==> src/rtl/lrf_fuse_seq.sv <==
// lrf_fuse_seq: sequencing and stream control for the local-region fusion pipeline.
// It counts beats and frames of the incoming AXI stream and drives the external
// Sobel/HSSIM/Gauss/fusion datapath. A tag delay line, matched to the datapath
// latency, marks which results belong to the last frame of a fusion window. A
// small output FIFO holds those results so that m_axis_tready is decoupled from
// s_axis_tready.
// Optional feature macro: LRF_SEQ_FLUSH_EN adds a FLUSH state. That state issues
// bubble advances to drain the datapath while the input is idle at a frame boundary.
module lrf_fuse_seq #(
  parameter int PIXELS_PER_BEAT = 16,
  parameter int CHANNELS        = 1,
  parameter int IMAGE_DIM       = 64,
  parameter int N_FUSE_COUNT    = 4,
  parameter int PIPELINE_DELAY  = 23,
  parameter int OUT_FIFO_DEPTH  = 4,
  localparam int DATA_WIDTH = 8 * PIXELS_PER_BEAT * CHANNELS,
  localparam int BEATS      = IMAGE_DIM * IMAGE_DIM / PIXELS_PER_BEAT,
  localparam int FRAME_W    = (N_FUSE_COUNT < 1) ? 1 : N_FUSE_COUNT,
  localparam int BEAT_W     = (BEATS < 2) ? 1 : $clog2(BEATS)
) (
  input  logic                  s_axis_aclk,
  input  logic                  s_axis_areset,
  input  logic [DATA_WIDTH-1:0] s_axis_tdata,
  input  logic                  s_axis_tvalid,
  output logic                  s_axis_tready,
  input  logic                  s_axis_tlast,
  output logic [DATA_WIDTH-1:0] m_axis_tdata,
  output logic                  m_axis_tvalid,
  input  logic                  m_axis_tready,
  output logic                  m_axis_tlast,
  output logic                  dp_advance,
  output logic                  dp_in_valid,
  output logic [DATA_WIDTH-1:0] dp_in_data,
  output logic [FRAME_W-1:0]    dp_frame_idx,
  output logic [BEAT_W-1:0]     dp_beat_idx,
  output logic                  dp_first,
  input  logic [DATA_WIDTH-1:0] dp_result,
  output logic                  err_framing
);

  localparam int FUSE_COUNT = 1 << N_FUSE_COUNT;
  localparam int D          = PIPELINE_DELAY;
  localparam int AW         = $clog2(OUT_FIFO_DEPTH);
  localparam logic [BEAT_W-1:0]  LAST_BEAT  = BEAT_W'(BEATS - 1);
  localparam logic [FRAME_W-1:0] LAST_FRAME = FRAME_W'(FUSE_COUNT - 1);
  localparam logic [AW:0]        FIFO_MAX   = (AW + 1)'(OUT_FIFO_DEPTH);

  logic [BEAT_W-1:0]     beat_cnt;
  logic [FRAME_W-1:0]    frame_cnt;
  logic [D-1:0]          tag_emit;
  logic [D-1:0]          tag_last;
  logic [DATA_WIDTH-1:0] fifo_data [OUT_FIFO_DEPTH];
  logic [OUT_FIFO_DEPTH-1:0] fifo_last;
  logic [AW-1:0]         wr_ptr;
  logic [AW-1:0]         rd_ptr;
  logic [AW:0]           fifo_cnt;
  logic                  fifo_full;
  logic                  fifo_empty;
  logic                  fifo_push;
  logic                  fifo_pop;
  logic                  adv_ok;
  logic                  accept;
  logic                  bubble;
  logic                  new_emit;
  logic                  new_last;

  // The stall decision is made only on an emitting result that has nowhere to go.
  // A pop in the same cycle frees a slot, so that case does not stall.
  assign fifo_full     = (fifo_cnt == FIFO_MAX);
  assign fifo_empty    = (fifo_cnt == '0);
  assign m_axis_tvalid = ~fifo_empty;
  assign fifo_pop      = m_axis_tvalid & m_axis_tready;
  assign adv_ok        = ~(tag_emit[D-1] & fifo_full & ~fifo_pop);
  assign s_axis_tready = adv_ok & ~s_axis_areset;
  assign accept        = s_axis_tvalid & s_axis_tready;
  assign dp_advance    = accept | bubble;
  assign dp_in_valid   = accept;
  assign dp_in_data    = accept ? s_axis_tdata : '0;
  assign dp_frame_idx  = frame_cnt;
  assign dp_beat_idx   = beat_cnt;
  assign dp_first      = (frame_cnt == '0);
  assign new_emit      = accept & (frame_cnt == LAST_FRAME);
  assign new_last      = new_emit & (beat_cnt == LAST_BEAT);
  assign fifo_push     = dp_advance & tag_emit[D-1];
  assign m_axis_tdata  = fifo_empty ? '0 : fifo_data[rd_ptr];
  assign m_axis_tlast  = ~fifo_empty & fifo_last[rd_ptr];

`ifdef LRF_SEQ_FLUSH_EN
  localparam logic [0:0] ST_RUN   = 1'b0;
  localparam logic [0:0] ST_FLUSH = 1'b1;

  logic [0:0]   state;
  logic [D-1:0] tag_valid;
  logic         any_valid;

  assign any_valid = |tag_valid;
  assign bubble    = (state == ST_FLUSH) & ~s_axis_tvalid & adv_ok & any_valid & ~s_axis_areset;

  // Track which delay-line stages hold real beats, so a flush stops once the line is empty.
  always_ff @(posedge s_axis_aclk) begin
    if (s_axis_areset) begin
      tag_valid <= '0;
    end else if (dp_advance) begin
      for (int i = D - 1; i > 0; i--) begin
        tag_valid[i] <= tag_valid[i-1];
      end
      tag_valid[0] <= accept;
    end
  end

  // Drain at a frame boundary when the input goes idle. New input cancels the drain.
  always_ff @(posedge s_axis_aclk) begin
    if (s_axis_areset) begin
      state <= ST_RUN;
    end else begin
      case (state)
        ST_RUN:   if (~s_axis_tvalid && beat_cnt == '0 && any_valid) state <= ST_FLUSH;
        ST_FLUSH: if (~any_valid || s_axis_tvalid) state <= ST_RUN;
        default:  state <= ST_RUN;
      endcase
    end
  end
`else
  assign bubble = 1'b0;
`endif

  // The beat counter decides frame boundaries. tlast is only compared against it.
  always_ff @(posedge s_axis_aclk) begin
    if (s_axis_areset) begin
      beat_cnt  <= '0;
      frame_cnt <= '0;
    end else if (accept) begin
      if (beat_cnt == LAST_BEAT) begin
        beat_cnt  <= '0;
        frame_cnt <= (frame_cnt == LAST_FRAME) ? '0 : frame_cnt + 1'b1;
      end else begin
        beat_cnt <= beat_cnt + 1'b1;
      end
    end
  end

  // Sticky flag for any tlast that disagrees with the beat counter.
  always_ff @(posedge s_axis_aclk) begin
    if (s_axis_areset) begin
      err_framing <= 1'b0;
    end else if (accept && (s_axis_tlast != (beat_cnt == LAST_BEAT))) begin
      err_framing <= 1'b1;
    end
  end

  // The tag delay line moves in step with the datapath, so stage D-1 lines up with dp_result.
  always_ff @(posedge s_axis_aclk) begin
    if (s_axis_areset) begin
      tag_emit <= '0;
      tag_last <= '0;
    end else if (dp_advance) begin
      for (int i = D - 1; i > 0; i--) begin
        tag_emit[i] <= tag_emit[i-1];
        tag_last[i] <= tag_last[i-1];
      end
      tag_emit[0] <= new_emit;
      tag_last[0] <= new_last;
    end
  end

  // FIFO storage has no reset. Reads are masked while the FIFO is empty.
  always_ff @(posedge s_axis_aclk) begin
    if (fifo_push) begin
      fifo_data[wr_ptr] <= dp_result;
      fifo_last[wr_ptr] <= tag_last[D-1];
    end
  end

  // FIFO pointers and occupancy. A push and a pop in the same cycle leave the count unchanged.
  always_ff @(posedge s_axis_aclk) begin
    if (s_axis_areset) begin
      wr_ptr   <= '0;
      rd_ptr   <= '0;
      fifo_cnt <= '0;
    end else begin
      if (fifo_push) wr_ptr <= wr_ptr + 1'b1;
      if (fifo_pop)  rd_ptr <= rd_ptr + 1'b1;
      case ({fifo_push, fifo_pop})
        2'b10:   fifo_cnt <= fifo_cnt + 1'b1;
        2'b01:   fifo_cnt <= fifo_cnt - 1'b1;
        default: fifo_cnt <= fifo_cnt;
      endcase
    end
  end

endmodule

==> config.mk <==
export PLATFORM = sky130hd
export DESIGN_NAME = lrf_fuse_seq
export DESIGN_NICKNAME = d
export VERILOG_FILES = /design/src/rtl/lrf_fuse_seq.sv
export SDC_FILE = /design/constraint.sdc
export NUM_CORES = 1
export LEC_CHECK = 0
export CORE_AREA = 2 2 395 201
export CTS_CLUSTER_DIAMETER = 50
export DETAILED_ROUTE_END_ITERATION = 8
export DIE_AREA = 0 0 397 203
export DONT_BUFFER_PORTS = 1
export RECOVER_POWER = 50
export SLEW_MARGIN = 0
export SYNTH_ARGS = -nofsm -noshare
export SYNTH_HDL_FRONTEND = slang
export SYNTH_SLANG_ARGS = --single-unit
==> constraint.sdc <==
create_clock -name s_axis_aclk -period 5.7 [get_ports s_axis_aclk]
set_input_delay 1.14 -clock s_axis_aclk [delete_from_list [all_inputs] [get_ports s_axis_aclk]]
set_output_delay 1.14 -clock s_axis_aclk [all_outputs]
set_load 0.01 [all_outputs]
==> out/metrics.cfg, run 1 <==
[status]
status = finished, violations left
violations = capacitance limit, slew limit

[finish]
fin_area_um2 = 26200
finish.utilization_pct = 34.1
drive_gt1_share_pct = 18.6
final_common_cell = edfxtp_1
final_cell_mix = edfxtp_1, and2_1, mux4_2, nand2_1, dfxtp_1
fin_nets = 1558
area_delta_synth_final_pct = 13.7

[die]
dieArea_um2 = 80600
die_y_um = 203
die_w_um = 397
rows = 72
pin_count = 536
coreArea_um2 = 76800
initial_utilization_pct = 29.9

[power]
cellLeakagePower_uw = 0.00799
swShare_pct = 20.3
pwr-share-clk_pct = 43.6
p_sw_uw = 1810
ir_worst_vdd_uv = 235
power.share.combinational_pct = 3.9
internal_power_uw = 7110
p_seq_share_pct = 52.5
powerDensity_nw_per_um2 = 341

[global_route]
antenna_found_initial = 10
grt_usage_pct = 12.1
grt_max_degree = 145
grt_pass1_wl_um = 73300
gr-total-overflow = 0
grt_pass1_vias = 10915

[setup_path]
cp-end-kind = register
startpoint_type = register
path_cells = nor4b_1 -> a211o_1 -> inv_4 -> and3_1 -> buf_4
path_buf_inv = 2
cp_top_family = simple AND/OR/NAND/NOR gates
cp_data_required_time_ns = 5.95
crit_path_max_fanout = 144
slowest_delay_ns = 1.52
cp.arrival_ns = 4.51
cp_slowest_cell = and3_1
path_class = register to register

[clock_network]
postCtsSetupBuffers = 0
root_buffer = clkbuf_16
path_clk_slew_ns = 0.06
ctsHoldBuffers = 0
cts_tree = built
cts_resized = 0
cts_buffers = 56
clk_latency_ns = 0.62
cts_buffer_depth = 3
cts_max_level = 2
clkSinkCount = 584

[sta]
tns_ns = 0
fin_crit_sh_pct = 74.8
fmax_ghz = 0.234
grt_setup_unrepaired = no
worst_pin_slew_ns = 1.85
drv_slew = 32
max-slew-margin-rel_pct = -23.3
skew_ns = 0.0379
hold_viol = 0
setup_viol_count_final = 0
fin_crit_ns = 4.27

[placed_design]
io_buffers = 0
place_area_um2 = 24200
place.detailed.hpwl_um = 32800
gp_congestion = 0.871

[synthesis]
syn_area_per_cell_um2 = 17.9
synth_edf_count = 516
yosys.area_share.simple_pct = 9.70
synth_top_flop_cell = edfxtp_1
netlist_instances = 1287
yosys_warnings = 0
synthAdderAreaFrac_pct = 0.522
syn_area_um2 = 23000
synthArstFlopShare_pct = 0
synth_top_family_by_area = multiplexers
synth_nets = 1557
netlist-cell-type-count = 44
synth_compound_area_share_pct = 1.72
synthXorXnorAreaFrac_pct = 0.305
yosysSeqAreaShare_pct = 73.3
synth_seq_cells = 584
yosys-mux-area-fraction_pct = 12.8

[min_path]
hp-class = register to register

[drt]
drtAntennaViolNets = 0
wl_per_cell_um = 21.5
drt-pass1-iter-count = 5
vias_per_cell = 4.63
drt_iter0_drc = 765
vias = 10986
wl_um = 50900
drc = 0

[job]
drv_cap = 1

==> cell families after synthesis <==
logic type / count (synthesis)
XOR/XNOR: 8
multiplexers: 132
flip-flops: 584
adder cells (fa/ha/maj): 9
AO/OA/AOI/OAI: 71
AND/OR/NAND/NOR: 396
buffers and inverters: 87
==> through the flow <==
| step | instances | total power, µW | worst slack, ns | hold slack (ns) |
|---|---|---|---|---|
| 3_5_place_dp | 2266 | 5130 | 1.65 | 0.437 |
| 2_1_floorplan | 1287 | 5060 | 0.192 | 0.424 |
| 4_1_cts | 2369 | 9040 | 1.78 | 0.448 |
| 3_3_place_gp | 2266 | 5130 | 1.69 | 0.431 |
| 5_1_grt | 2370 | 9220 | 0.983 | 0.454 |
| 6_report | 2371 | 8920 | 1.43 | 0.447 |
==> cells in the mapped netlist, types with 6 or more instances <==
| library cell | n | area, µm² |
|---|---|---|
| a21oi_1 | 10 | 50.1 |
| and2_1 | 258 | 1610 |
| buf_2 | 18 | 90.1 |
| clkbuf_1 | 42 | 158 |
| clkbuf_2 | 11 | 55.1 |
| dfxtp_1 | 68 | 1360 |
| edfxtp_1 | 516 | 15500 |
| ha_1 | 8 | 100 |
| inv_1 | 9 | 33.8 |
| mux4_2 | 129 | 2910 |
| nand2_1 | 96 | 360 |
| nand3_1 | 6 | 30.0 |
| nor2_1 | 13 | 48.8 |
| o21ai_0 | 46 | 230 |
==> final timing paths <==
check	from	to	slack, ns	cells past startpoint
max reg2reg	tag_emit[22]	fifo_data[2][107]	1.43	5
min reg2reg	tag_emit[2]	tag_emit[2]	0.45	2
min	tag_emit[2]	tag_emit[2]	0.45	2
max	tag_emit[22]	fifo_data[2][107]	1.43	5
==> per-layer routing <==
metal  routed length, µm  global-route usage [%]  vias to the layer above
met4                1490                    4.07                        4
li1                    -                       -                     4891
met5                  23                       0                        -
met3                2080                    2.31                       88
met1               18100                    12.9                     5701
met2               29200                    23.8                      302
==> worst min-delay path: cells and delay by family (launching register included) <==
family,cells,cell delay (ns)
AO/OA/AOI/OAI,1,0.05
flip-flops,1,0.31
AND/OR/NAND/NOR,1,0.05
==> power by group through the flow <==
stage | clock network, µW | logic, µW | registers (µW)
after global placement | 0 | 357 | 4780
after floorplan | 0 | 287 | 4770
after CTS | 4000 | 358 | 4680
final | 3890 | 344 | 4680
after detailed placement | 0 | 357 | 4780
after global routing | 4160 | 374 | 4680
==> flip-flops by register name, summed over array words and instances (netlist names), named ones only <==
name / flops
dp_frame_idx: 4
dp_beat_idx: 8
fifo_cnt: 3
rd_ptr: 2
tag_emit: 23
fifo_data: 512
err_framing: 1
tag_last: 23
wr_ptr: 2
fifo_last: 4
==> cell type report <==
class | count | area [µm²]
sequential | 584 | 16900
antenna | 2 | 5.00
clock buffer | 66 | 1470
tap | 1036 | 1300
multi-input combinational | 616 | 5750
clock inverter | 37 | 502
timing repair buffer | 19 | 230
fill | 7173 | 50700
inverter | 11 | 43.8
(Power assumes the default switching activity.)
==> run 2, diff against run 1 <==
- clock period: 5.7 -> 4.09 ns (I/O delays scaled with it)
==> run 2 against run 1 <==
The run still ends with capacitance limit, slew limit left. Critical endpoint is now dp_in_data[97]. Largest power group unchanged. Critical path depth unchanged. Register-to-register slack got worse by 0.73 ns. Non-clock buffer count increased by 7. Hold slack got worse by 0.18 ns. Largest cell class unchanged. Sequential share of layout area unchanged. Final cell count increased by 0.59%. Clock skew decreased by 0.019 ns.
==> out/metrics.cfg, run 2 (same netlist as run 1, synthesis figures left out) <==
[clock_network]
path_clk_slew_ns = 0.06  ; about the same
cts_tree = built
cts_resized = 0  ; unchanged
root_buffer = clkbuf_16
cts_buffers = 59  ; +5.4%
postCtsSetupBuffers = 0  ; unchanged
ctsHoldBuffers = 0  ; unchanged
clkSinkCount = 584  ; unchanged
clk_latency_ns = 0.63  ; about the same
cts_buffer_depth = 3  ; unchanged
cts_max_level = 2  ; unchanged

[die]
initial_utilization_pct = 29.9  ; unchanged
die_y_um = 203  ; unchanged
coreArea_um2 = 76800  ; unchanged
dieArea_um2 = 80600  ; unchanged
rows = 72  ; unchanged
pin_count = 536  ; unchanged
die_w_um = 397  ; unchanged

[setup_path]
worst_r2r_endpoint = fifo_data[3][22]
r2r_start = tag_emit[22]
crit_start = tag_emit[22]
startpoint_type = register
path_cells = nor4b_4 -> a211o_1 -> inv_4 -> buf_4 -> and2_1
path_class = register to output port
slowest_delay_ns = 0.65  ; -0.87 ns
crit_end = dp_in_data[97]
cp_data_required_time_ns = 3.27  ; -2.68 ns
cp-end-kind = output port
rrSetupSlack_ns = 0.70  ; -0.73 ns
worst-path-stages = 5  ; unchanged
cp_top_family = buffers and inverters
path_buf_inv = 2  ; unchanged
crit_path_max_fanout = 134  ; -6.9%
cp_slowest_cell = buf_4
reg2regPathDepth = 5  ; unchanged
cp.arrival_ns = 2.76  ; -1.75 ns

[sta]
worst_pin_slew_ns = 1.56  ; -0.288 ns
fin_crit_sh_pct = 87.6
fin_crit_ns = 3.58
max-slew-margin-rel_pct = -4.12  ; +19 points
grt_setup_unrepaired = no
fmax_ghz = 0.279
hold_viol = 0  ; unchanged
setup_viol_count_final = 0  ; unchanged
skew_ns = 0.0190  ; -0.0189 ns
tns_ns = 0  ; unchanged
drv_slew = 47  ; +47%

[power]
ir_worst_vdd_uv = 303  ; +29%
p_total_uw = 12200  ; +37%
powerDensity_nw_per_um2 = 467  ; +37%
cellLeakagePower_uw = 0.00801  ; +0.30%

[finish]
nFillCells = 7246  ; +1.0%
final_cell_mix = edfxtp_1, and2_1, mux4_2, nand2_1, dfxtp_1
fin_area_um2 = 26200  ; unchanged
final_common_cell = edfxtp_1
regArea_um2 = 16900  ; unchanged
drive_gt1_share_pct = 18.6  ; +0.024 points
regMostFlops = fifo_data
largest_reg_flops = 512  ; unchanged
fin_nets = 1568  ; +0.64%
area_delta_synth_final_pct = 13.7  ; unchanged
top_regs = fifo_data (512), tag_emit (23), tag_last (23)
multi_input_area_um2 = 5750  ; about the same
stdcell_count = 2385  ; +0.59%
finish.utilization_pct = 34.1  ; unchanged

[global_route]
use_met3_pct = 2.39  ; +0.080 points
grt_pass1_vias = 11073  ; +1.4%
antenna_found_initial = 8  ; -2
busiest_layer = met2
grt_max_degree = 135  ; -6.9%
gr-total-overflow = 0  ; unchanged
grtUsageMet2_pct = 22.6  ; -1.2 points
grt_pass1_wl_um = 73000  ; -0.45%
grt_usage_pct = 12.1  ; about the same
use_met1_pct = 13.4  ; +0.54 points

[placed_design]
place_area_um2 = 24300  ; +0.42%
place.detailed.hpwl_um = 32200  ; -1.8%
io_buffers = 0  ; unchanged
gp_congestion = 0.787  ; -9.7%
placed_cells = 2273  ; +0.31%

[job]
drv_cap = 2  ; +1

[drt]
drt-pass1-iter-count = 5  ; unchanged
drt_iter0_drc = 819  ; +7.1%
vias = 11060  ; +0.67%
wl_per_cell_um = 21.3  ; -0.62%
vias_per_cell = 4.64  ; about the same
drtAntennaViolNets = 0  ; unchanged
wl_um = 50900  ; about the same
drc = 0  ; unchanged

[min_path]
hp-class = primary input to register

[status]
status = finished, violations left
violations = capacitance limit, slew limit

[run 2: changes by cell type in the layout (fill, tap and decap cells not counted), moves of 2 or more]
cell        delta
buf_12         +3
clkbuf_8       +4
clkbuf_2       +3
bufinv_16      -8
and3_4         -3
clkinvlp_4     -5
diode_2        +5
clkbuf_16      +4
clkinv_4       +4
clkbuf_1       +6
and3_1         +3
inv_6          +2
clkinv_2       -3
[run 2: worst min-delay path by stage]
stage	endpoint	slack [ns]	cells after the start	start
finish	dp_frame_idx[1]	0.27	1	s_axis_areset
global route	dp_frame_idx[0]	0.23	1	s_axis_areset
CTS	dp_frame_idx[1]	0.22	1	s_axis_areset
detailed placement	tag_emit[2]	0.44	2	tag_emit[1]
global placement	tag_emit[2]	0.43	2	tag_emit[1]
floorplan	tag_emit[3]	0.42	2	tag_emit[2]
[run 2: final cells by class]
type / count / area share (%)
Inverter: 11 / 0.167
Sequential cell: 584 / 64.4
Timing Repair Buffer: 26 / 1.18
Clock inverter: 27 / 0.928
Tap cell: 1036 / 4.95
Antenna cell: 7 / 0.0669
Clock buffer: 78 / 6.27
Multi-Input combinational cell: 616 / 22.0
[run 2: worst register-to-register path, cell delays in order (launching register included)]
cell and delay [ns]:
dfxtp_1 0.37, nor4b_4 0.17, a211o_1 0.44, inv_4 0.14, and3_1 0.68, clkbuf_2 1.13
[run 2: per-stage QoR]
stage | hold slack (ns) | setup WS (ns)
floorplan | 0.424 | 0.373
global placement | 0.431 | 0.883
detailed placement | 0.440 | 0.816
CTS | 0.218 | 0.441
global route | 0.232 | 0.234
finish | 0.269 | 0.507
[run 2: where the power goes]
group,total [µW],switching [µW],internal [µW]
Clock,5200,2240,2960
Combinational,485,295,191
Sequential,6540,27.2,6510
[run 2: metal layers]
layer	up-vias	routed length (µm)
li1	4917	-
met1	5748	18500
met2	285	28200
met3	108	2220
met4	2	1970
met5	-	13
==> run 3, diff against run 2 <==
--- a/config.mk
+++ b/config.mk
@@ -6,4 +6,5 @@
 export NUM_CORES = 1
 export LEC_CHECK = 0
+export ABC_AREA = 0
 export CORE_AREA = 2 2 395 201
 export CTS_CLUSTER_DIAMETER = 50
==> constraint.sdc (replaced) <==
create_clock -name s_axis_aclk -period 4.09 [get_ports s_axis_aclk]
set_input_delay 0.409 -clock s_axis_aclk [delete_from_list [all_inputs] [get_ports s_axis_aclk]]
set_output_delay 0.409 -clock s_axis_aclk [all_outputs]
set_load 0.01 [all_outputs]
==> run 3 against run 2 <==
The flow still finishes with violations (capacitance limit, slew limit). Setup slack gained 0.17 ns. Critical path depth is the same. Clock power grew 2%. Combinational power grew 34%. Clock skew shrank 0.00092 ns. Final cell count grew 5.3%. First-iteration DRC count grew 8.4%. Sequential share of layout area shrank 3.2 points. Global-route usage grew 0.11 points. Critical endpoint is now fifo_data[0][72]. Largest cell class unchanged.
==> out/metrics.cfg, run 3 (same netlist as run 1, synthesis figures left out) <==
[finish]
fin_nets = 1693  ; +8.0%
final_cell_mix = edfxtp_1, and2_1, dlygate4sd3_1, mux4_2, nand2_1
top_regs = fifo_data (512), tag_emit (23), tag_last (23)
drive_gt1_share_pct = 17.0  ; -1.7 points
area_delta_synth_final_pct = 19.6
regMostFlops = fifo_data
multi_input_area_um2 = 5740  ; -0.28%
largest_reg_flops = 512  ; unchanged
regArea_um2 = 16900  ; unchanged
final_common_cell = edfxtp_1
nFillCells = 7144  ; -1.4%

[min_path]
hold_start = s_axis_tlast
hold_end = err_framing
hp-class = primary input to register
holdPathStages = 2  ; +1

[die]
dieArea_um2 = 80600  ; unchanged
pin_count = 536  ; unchanged
die_y_um = 203  ; unchanged
initial_utilization_pct = 29.9  ; unchanged
coreArea_um2 = 76800  ; unchanged
rows = 72  ; unchanged
die_w_um = 397  ; unchanged

[clock_network]
cts_buffers = 57  ; -3.4%
root_buffer = clkbuf_16
cts_max_level = 2  ; unchanged
cts_buffer_depth = 3  ; unchanged
clkSinkCount = 584  ; unchanged
cts_resized = 0  ; unchanged
cts_tree = built
clk_latency_ns = 0.61  ; -0.02 ns
path_clk_slew_ns = 0.06  ; about the same

[setup_path]
path_buf_inv = 2  ; unchanged
slowest_delay_ns = 1.48  ; +0.83 ns
cp_data_required_time_ns = 4.37  ; +1.10 ns
startpoint_type = register
path_class = register to register
worst_r2r_endpoint = fifo_data[0][72]
r2r_start = tag_emit[22]
cp_top_family = simple AND/OR/NAND/NOR gates
worst-path-stages = 5  ; unchanged
cp.arrival_ns = 3.70  ; +0.94 ns
path_cells = nor4b_1 -> a211o_1 -> inv_4 -> and3_1 -> buf_4
cp_slowest_cell = and3_1
crit_path_max_fanout = 31  ; -77%
reg2regPathDepth = 5  ; unchanged
rrSetupSlack_ns = 0.68  ; -0.02 ns
cp-end-kind = register

[sta]
whs_ns = 0.0471  ; -0.222 ns
max-slew-margin-rel_pct = -30.6  ; -27 points
worst_pin_slew_ns = 1.96  ; +0.398 ns
hold_viol = 0  ; unchanged
tns_ns = 0  ; unchanged
fmax_ghz = 0.293  ; +5.0%
fin_crit_sh_pct = 83.4  ; -4.2 points
drv_slew = 58  ; +23%
fin_crit_ns = 3.41  ; -0.172 ns
setup_viol_count_final = 0  ; unchanged
grt_setup_unrepaired = no
skew_ns = 0.0181  ; -0.000915 ns

[global_route]
gr-total-overflow = 0  ; unchanged
grt_usage_pct = 12.2  ; +0.11 points
grt_max_degree = 135  ; unchanged
grt_pass1_vias = 11757  ; +6.2%
antenna_found_initial = 11  ; +3
grt_pass1_wl_um = 74900  ; +2.6%

[power]
internal_power_uw = 9910  ; +2.7%
power.share.combinational_pct = 5.2  ; +1.2 points
swShare_pct = 20.7  ; -0.28 points
powerDensity_nw_per_um2 = 454  ; -2.7%
pwr-share-clk_pct = 42.6  ; about the same
p_sw_uw = 2590  ; +0.95%
cellLeakagePower_uw = 0.00856  ; +6.9%
ir_worst_vdd_uv = 331  ; +9.5%
p_seq_share_pct = 52.2  ; -1.3 points

[status]
status = finished, violations left
violations = capacitance limit, slew limit

[drt]
vias = 11559  ; +4.5%
met2_length_um = 28900  ; +2.7%
dr.max_layer_used = met5
wl_met3_um = 2170  ; -2.6%
drt_iter0_drc = 888  ; +8.4%
drtAntennaViolNets = 0  ; unchanged
wl_per_cell_um = 20.4  ; -4.6%
vias_per_cell = 4.60  ; -0.73%
drt-pass1-iter-count = 5  ; unchanged
wl_um = 51100  ; +0.47%
met1_length_um = 18100  ; -2.0%
drc = 0  ; unchanged

[job]
drv_cap = 2  ; unchanged

[placed_design]
place.detailed.hpwl_um = 32200  ; about the same
gp_congestion = 0.792  ; +0.71%
io_buffers = 0  ; unchanged

==> run 3: layer usage <==
metal,track usage [%],vias to the layer above
li1,-,5177
met1,13.3,5941
met2,23.2,335
met3,2.03,104
met4,5.57,2
met5,0,-
==> run 3: timing repair <==
action / 4_1_cts / 5_1_grt
setup buffers: 0 / 0
hold buffers: 130 / 0
endpoints found under the hold margin: 526 / 0
==> run 3: power groups by stage <==
stage	clock [µW]	combinational (µW)	sequential, µW
2_1_floorplan	0	401	6650
3_3_place_gp	0	505	6660
5_1_grt	5700	700	6530
4_1_cts	5460	669	6530
6_report	5330	648	6530
3_5_place_dp	0	504	6660
==> run 3: cell type report <==
type                    count  area share [%]
repair buffers            153            5.99
well taps                1036            4.71
inverters                  11           0.159
diodes                      8          0.0727
clock inverters            32            1.29
multi-input cells         616            20.8
flip-flops and latches    584            61.3
clock buffers              71            5.65
==> run 3: stage by stage <==
stage                     power, µW  util (%)  worst slack, ns  cells  cell area [µm²]
after global placement         7160      31.7             1.46   2270            24300
after detailed placement       7160      31.7             1.43   2270            24300
after floorplan                7050         -            0.782   1287            23000
final                         12500      35.8            0.679   2511            27500
after global routing          12900      35.8            0.440   2510            27500
after CTS                     12700      35.8            0.903   2503            27500
==> run 3: how the worst max path moves through the flow <==
| stage | startpoint | slack, ns | end |
|---|---|---|---|
| 4_1_cts | tag_emit[22] | 0.90 | dp_in_data[88] |
| 2_1_floorplan | s_axis_areset | 0.78 | fifo_data[0][0] |
| 5_1_grt | tag_emit[22] | 0.44 | fifo_data[0][104] |
| 6_report | tag_emit[22] | 0.68 | fifo_data[0][72] |
| 3_3_place_gp | tag_emit[22] | 1.46 | fifo_cnt[2] |
| 3_5_place_dp | tag_emit[22] | 1.43 | fifo_cnt[2] |
